===== src/rtl/uart_pkg.sv =====
// Shared UART definitions: parity modes, receiver FSM states, default bit timings.
package uart_pkg;

    localparam int unsigned PARITY_NONE = 0;
    localparam int unsigned PARITY_ODD  = 1;
    localparam int unsigned PARITY_EVEN = 2;

    // 100 MHz system clock
    localparam int unsigned CLKS_115200 = 868;
    localparam int unsigned CLKS_921600 = 108;

    typedef enum logic [2:0] {
        StIdle,
        StStart,
        StData,
        StParity,
        StStop,
        StDone
    } rx_state_t;

    function automatic logic maj3(input logic a, input logic b, input logic c);
        return (a & b) | (a & c) | (b & c);
    endfunction

endpackage


===== src/rtl/uart_rx_sync.sv =====
// Two-flop synchroniser for an asynchronous idle-high serial line, plus falling-edge detect.
module uart_rx_sync (
    input  logic clk,
    input  logic rst_n,
    input  logic rx,
    output logic rs,
    output logic fall
);

    logic s1_q, rs_q, rs_prev_q;

    always_ff @(posedge clk or negedge rst_n) begin
        if (!rst_n) begin
            s1_q      <= 1'b1;
            rs_q      <= 1'b1;
            rs_prev_q <= 1'b1;
        end else begin
            s1_q      <= rx;
            rs_q      <= s1_q;
            rs_prev_q <= rs_q;
        end
    end

    assign rs   = rs_q;
    assign fall = rs_prev_q & ~rs_q;

endmodule


===== src/rtl/uart_rx_param.sv =====
// Parametrised UART receiver with parity/framing/overrun flags and a valid/ready output.
// Define UART_RX_MAJORITY_EN for 2-of-3 majority sampling around each bit centre.
module uart_rx_param
    import uart_pkg::*;
#(
    parameter int unsigned CLKS_PER_BIT = CLKS_115200,
    parameter int unsigned DATA_BITS    = 8,
    parameter int unsigned PARITY       = PARITY_NONE,
    parameter int unsigned STOP_BITS    = 1
) (
    input  logic                 clk,
    input  logic                 rst_n,
    input  logic                 rx,
    output logic [DATA_BITS-1:0] rx_data,
    output logic                 rx_valid,
    input  logic                 rx_ready,
    output logic                 parity_err,
    output logic                 frame_err,
    output logic                 overrun_err,
    output logic                 busy
);

    localparam int unsigned CW = $clog2(CLKS_PER_BIT);
    localparam logic [CW-1:0] MID  = CW'(CLKS_PER_BIT / 2);
    localparam logic [CW-1:0] LAST = CW'(CLKS_PER_BIT - 1);

    logic rs, fall, bit_val, sample, parity_bad;

    uart_rx_sync u_sync (
        .clk  (clk),
        .rst_n(rst_n),
        .rx   (rx),
        .rs   (rs),
        .fall (fall)
    );

`ifdef UART_RX_MAJORITY_EN
    localparam logic [CW-1:0] MID_M1 = CW'(CLKS_PER_BIT / 2 - 1);
    localparam logic [CW-1:0] DECIDE = CW'(CLKS_PER_BIT / 2 + 1);

    logic [CW-1:0] cnt_q;
    logic [1:0]    vote_q, vote_d;

    always_comb begin
        vote_d = vote_q;
        if (cnt_q == MID_M1) vote_d[0] = rs;
        if (cnt_q == MID)    vote_d[1] = rs;
    end

    always_ff @(posedge clk or negedge rst_n) begin
        if (!rst_n) vote_q <= 2'b11;
        else        vote_q <= vote_d;
    end

    assign bit_val = maj3(vote_q[0], vote_q[1], rs);
`else
    localparam logic [CW-1:0] DECIDE = MID;

    logic [CW-1:0] cnt_q;

    assign bit_val = rs;
`endif

    rx_state_t            state_q, state_d;
    logic [CW-1:0]        cnt_d;
    logic [3:0]           bit_q, bit_d;
    logic [DATA_BITS-1:0] shift_q, shift_d, rx_data_q, rx_data_d;
    logic                 acc_par_q, acc_par_d, acc_ferr_q, acc_ferr_d;
    logic                 rx_valid_q, rx_valid_d, parity_err_q, parity_err_d;
    logic                 frame_err_q, frame_err_d, overrun_q, overrun_d;

    // Counter runs freely from the start edge, so every bit is sampled at the same phase.
    assign sample = (cnt_q == DECIDE);

    always_comb begin
        parity_bad = 1'b0;
        if (PARITY == PARITY_ODD)       parity_bad = ~acc_par_q;
        else if (PARITY == PARITY_EVEN) parity_bad = acc_par_q;
    end

    always_comb begin
        state_d      = state_q;
        cnt_d        = (cnt_q == LAST) ? '0 : cnt_q + CW'(1);
        bit_d        = bit_q;
        shift_d      = shift_q;
        acc_par_d    = acc_par_q;
        acc_ferr_d   = acc_ferr_q;
        rx_data_d    = rx_data_q;
        rx_valid_d   = rx_valid_q;
        parity_err_d = parity_err_q;
        frame_err_d  = frame_err_q;
        overrun_d    = 1'b0;

        if (rx_valid_q && rx_ready) rx_valid_d = 1'b0;

        case (state_q)
            StIdle: begin
                cnt_d = '0;
                if (fall) state_d = StStart;
            end
            StStart: begin
                if (sample) begin
                    if (bit_val) begin
                        state_d = StIdle;
                    end else begin
                        state_d    = StData;
                        bit_d      = '0;
                        acc_par_d  = 1'b0;
                        acc_ferr_d = 1'b0;
                    end
                end
            end
            StData: begin
                if (sample) begin
                    shift_d   = {bit_val, shift_q[DATA_BITS-1:1]};
                    acc_par_d = acc_par_q ^ bit_val;
                    if (bit_q == 4'(DATA_BITS - 1)) begin
                        bit_d   = '0;
                        state_d = (PARITY != PARITY_NONE) ? StParity : StStop;
                    end else begin
                        bit_d = bit_q + 4'd1;
                    end
                end
            end
            StParity: begin
                if (sample) begin
                    acc_par_d = acc_par_q ^ bit_val;
                    state_d   = StStop;
                end
            end
            StStop: begin
                if (sample) begin
                    if (!bit_val) acc_ferr_d = 1'b1;
                    if (bit_q == 4'(STOP_BITS - 1)) state_d = StDone;
                    else                            bit_d   = bit_q + 4'd1;
                end
            end
            StDone: begin
                state_d = StIdle;
                if (!rx_valid_q || rx_ready) begin
                    rx_data_d    = shift_q;
                    rx_valid_d   = 1'b1;
                    parity_err_d = parity_bad;
                    frame_err_d  = acc_ferr_q;
                end else begin
                    overrun_d = 1'b1;
                end
            end
            default: state_d = StIdle;
        endcase
    end

    always_ff @(posedge clk or negedge rst_n) begin
        if (!rst_n) begin
            state_q      <= StIdle;
            cnt_q        <= '0;
            bit_q        <= '0;
            shift_q      <= '0;
            acc_par_q    <= 1'b0;
            acc_ferr_q   <= 1'b0;
            rx_data_q    <= '0;
            rx_valid_q   <= 1'b0;
            parity_err_q <= 1'b0;
            frame_err_q  <= 1'b0;
            overrun_q    <= 1'b0;
        end else begin
            state_q      <= state_d;
            cnt_q        <= cnt_d;
            bit_q        <= bit_d;
            shift_q      <= shift_d;
            acc_par_q    <= acc_par_d;
            acc_ferr_q   <= acc_ferr_d;
            rx_data_q    <= rx_data_d;
            rx_valid_q   <= rx_valid_d;
            parity_err_q <= parity_err_d;
            frame_err_q  <= frame_err_d;
            overrun_q    <= overrun_d;
        end
    end

    assign rx_data     = rx_data_q;
    assign rx_valid    = rx_valid_q;
    assign parity_err  = parity_err_q;
    assign frame_err   = frame_err_q;
    assign overrun_err = overrun_q;
    assign busy        = (state_q != StIdle);

endmodule

===== config.mk =====
export PLATFORM = sky130hd
export DESIGN_NAME = uart_rx_param
export DESIGN_NICKNAME = d
export VERILOG_FILES = /design/src/rtl/uart_pkg.sv /design/src/rtl/uart_rx_sync.sv /design/src/rtl/uart_rx_param.sv
export SDC_FILE = /design/constraint.sdc
export NUM_CORES = 1
export LEC_CHECK = 0
export CAP_MARGIN = 20
export CORE_MARGIN = 4
export CORE_UTILIZATION = 40
export DETAILED_ROUTE_END_ITERATION = 10
export HOLD_SLACK_MARGIN = 0.03
export PLACE_DENSITY = 0.63
export SLEW_MARGIN = 25
export SYNTH_ARGS = -nofsm -noshare
export SYNTH_HDL_FRONTEND = slang
export SYNTH_SLANG_ARGS = --single-unit
export TNS_END_PERCENT = 30

===== constraint.sdc =====
create_clock -name clk -period 2.03 [get_ports clk]
set_clock_uncertainty 0.15 [all_clocks]
set_input_delay 0.609 -clock clk [delete_from_list [all_inputs] [get_ports clk]]
set_output_delay 0.609 -clock clk [all_outputs]
set_load 0.005 [all_outputs]

==> summary.md, run 1 <==
| Metric | Value |
|---|---|
| Outcome | `complete, no violations` |
| Total wire length | `around 3.4 mm` |
| Routability congestion estimate from global placement | `roughly 0.82` |
| Power Density | `approximately 1000 nW/um2` |
| Net count, final | `approximately 190` |
| Post-synthesis sequential area ratio | `about half` |
| Drc violations | `0` |
| Met3 Use GR | `under 10%` |
| First-pass GRT wire length | `roughly 6 mm` |
| Post-synth EDFFs | `0` |
| Synth top area cells | `dfrtp_1 (47%), mux2_4 (6.9%), mux2_2 (5.2%), dfstp_2 (4.0%), nor2_1 (3.1%)` |
| Vias | `~1300` |
| Final setup vio count | `0` |
| Setup Crit Path Kind | `reg2out` |
| Ys flop type | `dfrtp_1` |
| Proportion of layout cells with a drive suffix above 1 | `between 30% and 40%` |
| CTS clk-pin slew, worst paths | `roughly 80 ps` |
| GR peak layer | `met2` |
| Max Fclk | `slightly above 500 MHz` |
| Post-Synth Adder-Cell Area | `roughly 2.5%` |
| Vias per std cell | `4.968` |
| Initial antenna violation count | `0` |
| CTS Buf Count | `5` |
| Final Max Tran Viols | `0` |
| P_leak | `about 1.1 nW` |
| CP Launch Type | `register` |
| Compound-gate portion of the synthesized area | `roughly 7%` |
| CP arrival | `1190 ps` |
| Iter 0 DRT Violations | `slightly below 50` |
| Row cnt | `25` |
| N_diodes | `0` |
| Synthesized area per cell | `roughly 13 um2` |
| Synth Net Count | `about 160` |
| Die area | `6096 um2` |
| CTS root buf | `clkbuf_8` |
| Synthesis-to-layout area growth | `20.89%` |
| Hold Fails Final Rpt | `0` |
| Dpl hpwl | `approximately 2.5 mm` |
| Synth area leader | `dfrtp_1` |
| Grt ovf | `0` |
| Synthesized instance count | `155` |
| Total GRT Usage | `between 10% and 20%` |
| Pin count of the biggest net entering global routing | `~40` |
| Mux cell area share after synthesis | `a little over an eighth` |
| Post-Syn Area | `~2000 um2` |
| Remaining antenna violation count after routing | `0` |
| Tmin final | `roughly 2000 ps` |
| IO buf count | `15` |
| Wire length per cell | `between 10 and 15 um` |
| Final worst path period share | `a little over nine tenths` |
| Core Util, Final | `between 40 and 50%` |
| Worst min path class | `in2async` |
| Hold_ws | `around 120 ps` |
| Post-Synth Simple-Gate Area | `approximately a fifth` |
| Initial core utilization | `between 40% and 50%` |
| Async SR Flop Fraction | `100.0%` |
| Crit end category | `output port` |
| CTS sink cnt | `40` |
| Vias in the first global route | `around 1300` |
| Share of the synthesized area in the top cell type | `between 40% and 50%` |
| Top-level I/O count | `17` |
| Longest Clk Path Bufs | `2` |
| XOR/XNOR Fraction of Synth Area | `~4.5%` |
| GR Util met1 | `roughly 15%` |
| Drt first pass iters | `4` |
| Core Area | `around 4800 um2` |
| RSZ-0062 raised after global routing | `false` |
| H-tree levels | `2` |
| Die Span Y | `78.08 um` |
| CTS tree | `yes` |
| GR Layer Usage met2 | `20.89%` |
| Main combinational cell family by area after synthesis | `simple AND/OR/NAND/NOR gates` |
| Cts hold-fix bufs | `0` |
| Worst skew pair latency | `between 200 and 300 ps` |
| CP required | `between 1000 and 1500 ps` |
| Yosys warnings | `0` |
| Max Cap Viol | `0` |
| Cell variety after synth | `47` |
| Die width | `~78 um` |
| Synthesized flop and latch total | `40` |
| Maximum vdd drop | `approximately 0.00067 V` |
| Critical Path Fanout Max | `2` |
==> sequential cells by signal, summed over array words and instances, names as in the netlist <==
register	flops
acc_ferr_q	1
cnt_q	10
u_sync.rs_prev_q	1
u_sync.rs	1
frame_err	1
rx_data	8
u_sync.s1_q	1
overrun_err	1
bit_q	4
rx_valid	1
shift_q	8
state_q	3
==> where the power goes <==
part           internal (mW)  total, mW  switching, mW
combinational          0.419      0.831          0.412
clock                  0.364      0.641          0.277
sequential             0.869      0.912         0.0434
==> worst max-delay path, stage by stage, from the launching register on <==
cell,delay [ps]
dfrtp_1,380
or3_4,390
buf_2,130
==> synthesized netlist by cell type, drive strengths merged, types with 3 or more instances <==
library cell   n
xor2           6
nor2          16
ha             4
inv            7
o21ai          7
nand2          5
and3           3
nand3          9
dfrtp         37
and4bb         3
buf            4
nand4          3
xnor2          4
dfstp          3
mux2          18
==> cells in the final DEF (no fill, tap or decap), drive strengths merged, types with 2 or more instances in the layout <==
master | netlist | routed
buf | 4 | 14
a211oi | 2 | 2
o21ai | 7 | 7
dfstp | 3 | 3
dfrtp | 37 | 37
nor2b | 2 | 2
nor2 | 16 | 16
clkbuf | 0 | 5
nand4 | 3 | 3
and3 | 3 | 3
xnor2 | 4 | 4
xor2 | 6 | 6
nand3 | 9 | 9
inv | 7 | 7
clkdlybuf4s50 | 0 | 13
nand2 | 5 | 5
and4bb | 3 | 3
mux2i | 2 | 2
mux2 | 18 | 18
ha | 4 | 4
nand3b | 2 | 2
or3b | 2 | 2
nand2b | 2 | 2
==> area by class of cell <==
cell class,count,area [um2]
fill,440,2380
clock buffer,5,68.82
timing repair buffer,27,242.7
sequential,40,1005
clock inverter,3,42.54
inverter,7,26.28
tap,67,83.83
multi-input combinational,104,905.9
==> cells by family after synthesis <==
family	count (synthesis)
XOR/XNOR	10
multiplexers	20
buffers and inverters	11
AND/OR/NAND/NOR	54
flip-flops	40
AO/OA/AOI/OAI	15
other	1
adder cells (fa/ha/maj)	4
==> what timing repair did <==
action,in CTS,in global routing
gates resized for setup,5,1
buffers inserted,1,2
setup endpoints to repair,1,2
pin swaps,0,1
==> metrics by stage <==
stage                     cell area [um2]  total power, mW  setup TNS [ps]  cells  worst slack (ps)
after CTS                            2357            2.379               0    251             53.83
after global placement               2238            1.697          -490.8    242            -55.35
final                                2375            2.384               0    253             76.05
after floorplan                      1964            1.490               0    155             164.9
after global routing                 2375            2.528               0    253             15.97
after detailed placement             2238            1.722          -760.2    242            -90.56
==> path summary, 6_finish.rpt <==
check	from	slack, ps	endpoint	cells past startpoint
hold reg to reg	u_sync.s1_q$_DFF_PN1_	210	u_sync.rs$_DFF_PN1_	0
hold / removal	rst_n	120	bit_q[2]$_DFFE_PN0P_	2
min in group clk	u_sync.s1_q$_DFF_PN1_	210	u_sync.rs$_DFF_PN1_	0
setup / recovery	state_q[1]$_DFFE_PN0P_	80	busy	2
setup reg to reg	state_q[1]$_DFFE_PN0P_	110	bit_q[0]$_DFFE_PN0P_	6
max in group asynchronous	rst_n	1350	u_sync.s1_q$_DFF_PN1_	2
==> metal layers <==
metal / share of wire (%) / wire, um
met2: 49 / 1679
met4: 1.3 / 44
met1: 46 / 1558
met5: 0 / 0
met3: 3.4 / 117
Power figures use the tool's default switching activity.
==> inputs of run 2 (changes only) <==
--- a/config.mk
+++ b/config.mk
@@ -5,11 +5,10 @@
 export SDC_FILE = /design/constraint.sdc
 export NUM_CORES = 1
 export LEC_CHECK = 0
-export CAP_MARGIN = 20
 export CORE_MARGIN = 4
 export CORE_UTILIZATION = 40
 export DETAILED_ROUTE_END_ITERATION = 10
-export HOLD_SLACK_MARGIN = 0.03
+export HOLD_SLACK_MARGIN = 0.08
 export PLACE_DENSITY = 0.63
 export SLEW_MARGIN = 25
 export SYNTH_ARGS = -nofsm -noshare
==> results of run 2 <==
The final DEF is identical to that of run 1; final timing and power are the same.
